==> src/rtl/clock_period_meter.sv <==
`default_nettype none
// ============================================================================
// Module      : clock_period_meter
// Description : Measures one full period and the high time of a slow signal
//               (typically a clock divider output) sampled in the clk domain.
//               The signal is treated as plain data and synchronised first.
//               Each start request produces a single measurement. The
//               measurement aborts with a sticky timeout flag if sig_in stalls.
// Ports       : clk      - system clock, rising edge
//               rst      - synchronous, active-high reset
//               sig_in   - signal under test (asynchronous to clk)
//               start    - measurement request, sampled only while idle
//               period   - last measured period, in clk cycles
//               high_cnt - last measured high time, in clk cycles
//               valid    - one-cycle pulse when period/high_cnt update
//               busy     - high whenever a measurement is in progress
//               timeout  - sticky: last measurement aborted
// Revision    : 1.0 - initial release
// ============================================================================
module clock_period_meter #(
    parameter int CNT_W       = 16,
    parameter int SYNC_STAGES = 2,
    parameter int TIMEOUT_CYC = 4096
) (
    input  logic             clk,
    input  logic             rst,
    input  logic             sig_in,
    input  logic             start,
    output logic [CNT_W-1:0] period,
    output logic [CNT_W-1:0] high_cnt,
    output logic             valid,
    output logic             busy,
    output logic             timeout
);

    typedef enum logic [1:0] {
        ST_IDLE = 2'd0,
        ST_ARM  = 2'd1,
        ST_MEAS = 2'd2
    } state_t;

    // Watchdog compare value: abort on the cycle the counter reaches this.
    localparam logic [CNT_W-1:0] c_TO_LAST = CNT_W'(TIMEOUT_CYC - 1);

    state_t                 r_state;
    state_t                 w_next;
    logic [SYNC_STAGES-1:0] r_sync;
    logic                   r_s_d;
    logic [CNT_W-1:0]       r_cnt;
    logic [CNT_W-1:0]       r_hi;
    logic [CNT_W-1:0]       r_wcnt;
    logic [CNT_W-1:0]       r_period;
    logic [CNT_W-1:0]       r_high;
    logic                   r_valid;
    logic                   r_timeout;

    logic                   w_s;
    logic                   w_rise;
    logic                   w_done;
    logic                   w_abort;
    logic                   w_accept;

    // Sync chain and delay register reset to ones: a sig_in already high at
    // reset release must not look like a rising edge.
    assign w_s    = r_sync[SYNC_STAGES-1];
    assign w_rise = w_s & ~r_s_d;

    // Next-state and control decode
    always_comb begin
        w_next   = r_state;
        w_done   = 1'b0;
        w_abort  = 1'b0;
        w_accept = 1'b0;
        case (r_state)
            ST_IDLE: begin
                if (start) begin
                    w_accept = 1'b1;
                    w_next   = ST_ARM;
                end
            end
            ST_ARM: begin
                // A rise here only opens the window; it cannot rescue a timeout.
                if (r_wcnt == c_TO_LAST) begin
                    w_abort = 1'b1;
                    w_next  = ST_IDLE;
                end else if (w_rise) begin
                    w_next = ST_MEAS;
                end
            end
            ST_MEAS: begin
                // The completing rise wins over a simultaneous timeout.
                if (w_rise) begin
                    w_done = 1'b1;
                    w_next = ST_IDLE;
                end else if (r_wcnt == c_TO_LAST) begin
                    w_abort = 1'b1;
                    w_next  = ST_IDLE;
                end
            end
            default: begin
                w_next = ST_IDLE;
            end
        endcase
    end

    always_ff @(posedge clk) begin
        if (rst) begin
            r_state   <= ST_IDLE;
            r_sync    <= '1;
            r_s_d     <= 1'b1;
            r_cnt     <= '0;
            r_hi      <= '0;
            r_wcnt    <= '0;
            r_period  <= '0;
            r_high    <= '0;
            r_valid   <= 1'b0;
            r_timeout <= 1'b0;
        end else begin
            r_state <= w_next;
            r_sync  <= {r_sync[SYNC_STAGES-2:0], sig_in};
            r_s_d   <= w_s;
            r_valid <= w_done;

            if (w_accept) begin
                r_cnt     <= '0;
                r_hi      <= '0;
                r_wcnt    <= '0;
                r_timeout <= 1'b0;
            end

            if (r_state == ST_ARM || r_state == ST_MEAS) begin
                r_wcnt <= r_wcnt + 1'b1;
            end

            // The rise cycle itself counts as the first (high) cycle.
            if (r_state == ST_ARM && w_rise) begin
                r_cnt <= CNT_W'(1);
                r_hi  <= CNT_W'(1);
            end

            if (r_state == ST_MEAS) begin
                if (w_done) begin
                    r_period <= r_cnt;
                    r_high   <= r_hi;
                end else begin
                    r_cnt <= r_cnt + 1'b1;
                    r_hi  <= r_hi + {{(CNT_W-1){1'b0}}, w_s};
                end
            end

            if (w_abort) begin
                r_timeout <= 1'b1;
            end
        end
    end

    assign period   = r_period;
    assign high_cnt = r_high;
    assign valid    = r_valid;
    assign busy     = (r_state != ST_IDLE);
    assign timeout  = r_timeout;

endmodule
`default_nettype wire

==> config.mk <==
export PLATFORM = sky130hd
export DESIGN_NAME = clock_period_meter
export DESIGN_NICKNAME = d
export VERILOG_FILES = /design/src/rtl/clock_period_meter.sv
export SDC_FILE = /design/constraint.sdc
export NUM_CORES = 1
export LEC_CHECK = 0
export BUFFER_PORTS_ARGS = -buffer_cell sky130_fd_sc_hd__buf_2
export CAP_MARGIN = 20
export CORE_UTILIZATION = 35
export DETAILED_ROUTE_END_ITERATION = 12
export GPL_TIMING_DRIVEN = 0
export PLACE_DENSITY_LB_ADDON = 0.2
export SYNTH_ARGS = -nofsm -noshare
export SYNTH_HDL_FRONTEND = slang
export SYNTH_SLANG_ARGS = --single-unit
==> constraint.sdc <==
create_clock -name clk -period 2.8 [get_ports clk]
set_clock_uncertainty 0.2 [all_clocks]
set_input_delay 0.56 -clock clk [delete_from_list [all_inputs] [get_ports clk]]
set_output_delay 0.56 -clock clk [all_outputs]
set_load 0.01 [all_outputs]
==> metrics.csv <==
metric,value,unit
status,completed,
critical path capture point type,flip-flop,
worst slew pin tran,1160,ps
Hold Path Class,in -> reg,
Sw Ratio,27.7,%
CTS Buffer Depth,2,
Startpoint Class,flip-flop,
GRT Residual Overflow,0,
Core Area,10400,µm²
Setup TNS Final,0,ps
area grow syn2layout,15.1,%
post-detail-place hpwl,6790,µm
share of the yosys chip area belonging to registers,45.7,%
CP required,2860,ps
synth unique cells,56,
Sequential Area,1740,µm²
router iterations before antenna repair,4,
"critical path fanouts, max",10,
Post-synth EDFFs,0,
"Cell Area, Synth",3810,µm²
CTS Root Cell,clkbuf_8,
worst min-delay path startpoint,sig_in,
Worst EP arrival,2650,ps
Synth Flop Type,dfxtp_1,
layer with the highest usage,met2,
"Reg clk slew, reported paths",90,ps
initial antenna violation count,0,
Slew headroom,23.0,%
met1 Usage GRT,24.4,%
Worst-Skew Late Latency,360,ps
"Avg Cell Area, Syn",8.32,µm²
via/cell ratio,5.33,
Fill cells,1073,
fin crit period,2590,ps
P per Cell Area,589,nW/µm²
register bit total from synthesis,87,
final worst path period share,92.6,%
Placed Instances,631,
fmax,0.386,GHz
GRT Util Overall,17.8,%
share of cells above drive strength 1,13.5,%
nets@finish,519,
Post-DRT Antenna Nets,0,
leakage,1.58,nW
FF-to-FF Start,r_state[0]$_SDFFE_PP0P_,
"Slew Viols, Final",0,
Internal Power,1.87,mW
"Setup violations, final",0,
height of the die,106,µm
Non-Filler Instances,648,
Seq pwr share,49.2,%
syn nets,470,
Gate power share,13.6,%
H-Tree Depth,3,
GR Layer Usage met3,3.99,%
unrepaired setup endpoints after global routing,false,
met2 usage,27.8,%
routed via count,3457,
drt total wl,9590,µm
post-CTS setup-driven buffer insertion count,0,
DR iter-0 viols,240,
GP Congestion,0.773,
Clk pwr share,37.3,%
Multi-input gate area,1920,µm²
Port Buffers,37,
Ys Warns,0,
WS Path Type,reg -> reg,
fraction of registers with async set/reset,0,%
Max-Cap Viols,0,
CTS Sinks,87,
WHS,175,ps
ant diodes,0,
CTS tree,yes,
Switch Pwr,716,µW
Post-Synthesis Cells,458,
vias in the first global route,3167,
drt drc,0,
VDD IR max,0.294,mV
die area,11300,µm²
# rows,37,
die width,106,µm
start point of the critical path,r_state[0]$_SDFFE_PP0P_,
CTS Buf Count,9,
CTS resizes,0,
first-pass GRT wire length,15900,µm
# hold bufs at CTS,0,
final hold vios,0,
IO Pins,39,
largest net degree at the start of global routing,15,
drt wl/cell,14.8,µm
Initial Util,36.6,%
-- Yosys cell counts (3+ instances only) --
library cell	instances	share of area, %
o311ai_0	4	0.92
o31ai_1	5	0.99
nand2b_1	3	0.49
o211ai_1	6	1.2
dfxtp_1	87	46
xnor2_1	3	0.69
ha_1	8	2.6
or4_1	10	2.0
or3_1	7	1.1
nand2_1	91	9.0
nor4_1	7	1.1
and4_1	3	0.69
nand3_1	19	2.5
xor2_1	7	1.6
inv_1	10	0.99
and3_1	10	1.6
nor3_1	4	0.53
nor2_1	19	1.9
buf_4	3	0.59
or3_2	3	0.59
o21ai_0	12	1.6
clkbuf_1	19	1.9
or2_2	5	0.82
and2_1	4	0.66
nand4_1	12	2.0
a211oi_1	5	0.99
a21oi_1	54	7.1
-- layout by cell type (no fill, tap or decap), types with 3 or more instances in the layout --
| master | n |
|---|---|
| clkbuf_1 | 21 |
| nor3_1 | 4 |
| nand2_1 | 91 |
| a21oi_1 | 54 |
| xor2_1 | 7 |
| dfxtp_1 | 87 |
| xnor2_1 | 3 |
| and3_1 | 10 |
| buf_4 | 3 |
| or3_2 | 3 |
| o311ai_0 | 4 |
| o211ai_1 | 6 |
| or4_1 | 10 |
| o31ai_1 | 5 |
| and4_1 | 3 |
| or2_2 | 5 |
| or3_1 | 7 |
| nand3_1 | 19 |
| o21ai_0 | 12 |
| nor4_1 | 7 |
| inv_1 | 10 |
| nand2b_1 | 3 |
| ha_1 | 8 |
| and2_1 | 4 |
| nand4_1 | 12 |
| nor2_1 | 19 |
| clkbuf_8 | 9 |
| buf_2 | 39 |
| a211oi_1 | 5 |
-- path summary, 6_finish.rpt --
check / to / slack [ps] / cells after the start
max: r_hi[8]$_SDFF_PP0_ / 210 / 8
min: r_sync[0]$_SDFF_PP1_ / 170 / 2
max reg2reg: r_hi[8]$_SDFF_PP0_ / 210 / 8
min reg2reg: r_sync[1]$_SDFF_PP1_ / 220 / 1
-- worst max-delay path, cell delays in order, from the launching register on --
cell and delay [ps]:
dfxtp_1 350, inv_1 110, ha_1 150, clkbuf_1 300
buf_4 260, and2_1 240, clkbuf_1 440, a41oi_1 210
a32o_1 230
-- registers in the layout, indices dropped and copies added (netlist names) --
register	count
high_cnt	16
period	16
r_cnt	16
r_hi	16
r_wcnt	16
r_state	2
r_sync	2
r_s_d	1
timeout	1
valid	1
-- power by group through the flow --
stage	Sequential, mW	Clock (mW)	Combinational, mW
finish	1.27	0.963	0.350
global route	1.27	1.04	0.389
CTS	1.27	0.988	0.343
detailed placement	1.30	0	0.341
global placement	1.30	0	0.335
floorplan	1.30	0	0.238
-- layer usage --
metal	vias up	part of all wire, %
met3	9	3.5
li1	1745	-
met5	-	0
met2	63	46
met4	0	1.1
met1	1640	49
-- through the flow --
stage	utilization, %	setup slack (ps)	total power [mW]	area, µm²
final	42.1	206	2.58	4380
after floorplan	-	565	1.53	3810
after global placement	40.0	180	1.63	4170
after CTS	42.0	51.1	2.60	4380
after detailed placement	40.0	107	1.64	4170
after global routing	42.1	59.8	2.70	4380
-- cell families (layout without fill, tap and decap cells) --
group | Yosys count | count (layout) | share of synthesized area (%)
multiplexers | 3 | 3 | 0.821
adder cells (fa/ha/maj) | 8 | 8 | 2.63
flip-flops | 87 | 87 | 45.7
buffers and inverters | 36 | 90 | 3.91
AO/OA/AOI/OAI | 106 | 106 | 17.2
XOR/XNOR | 10 | 10 | 2.30
AND/OR/NAND/NOR | 208 | 208 | 27.5
-- cell type report --
cell class              instances  share of cell area (%)
inverters                      11                   0.942
multi-input cells             335                    43.8
clock buffers                  11                    3.00
plain buffers                  25                    2.45
repair buffers                 38                    4.34
well taps                     136                    3.88
flip-flops and latches         87                    39.7
clock inverters                 5                    1.88
Power figures use the tool's default switching activity.
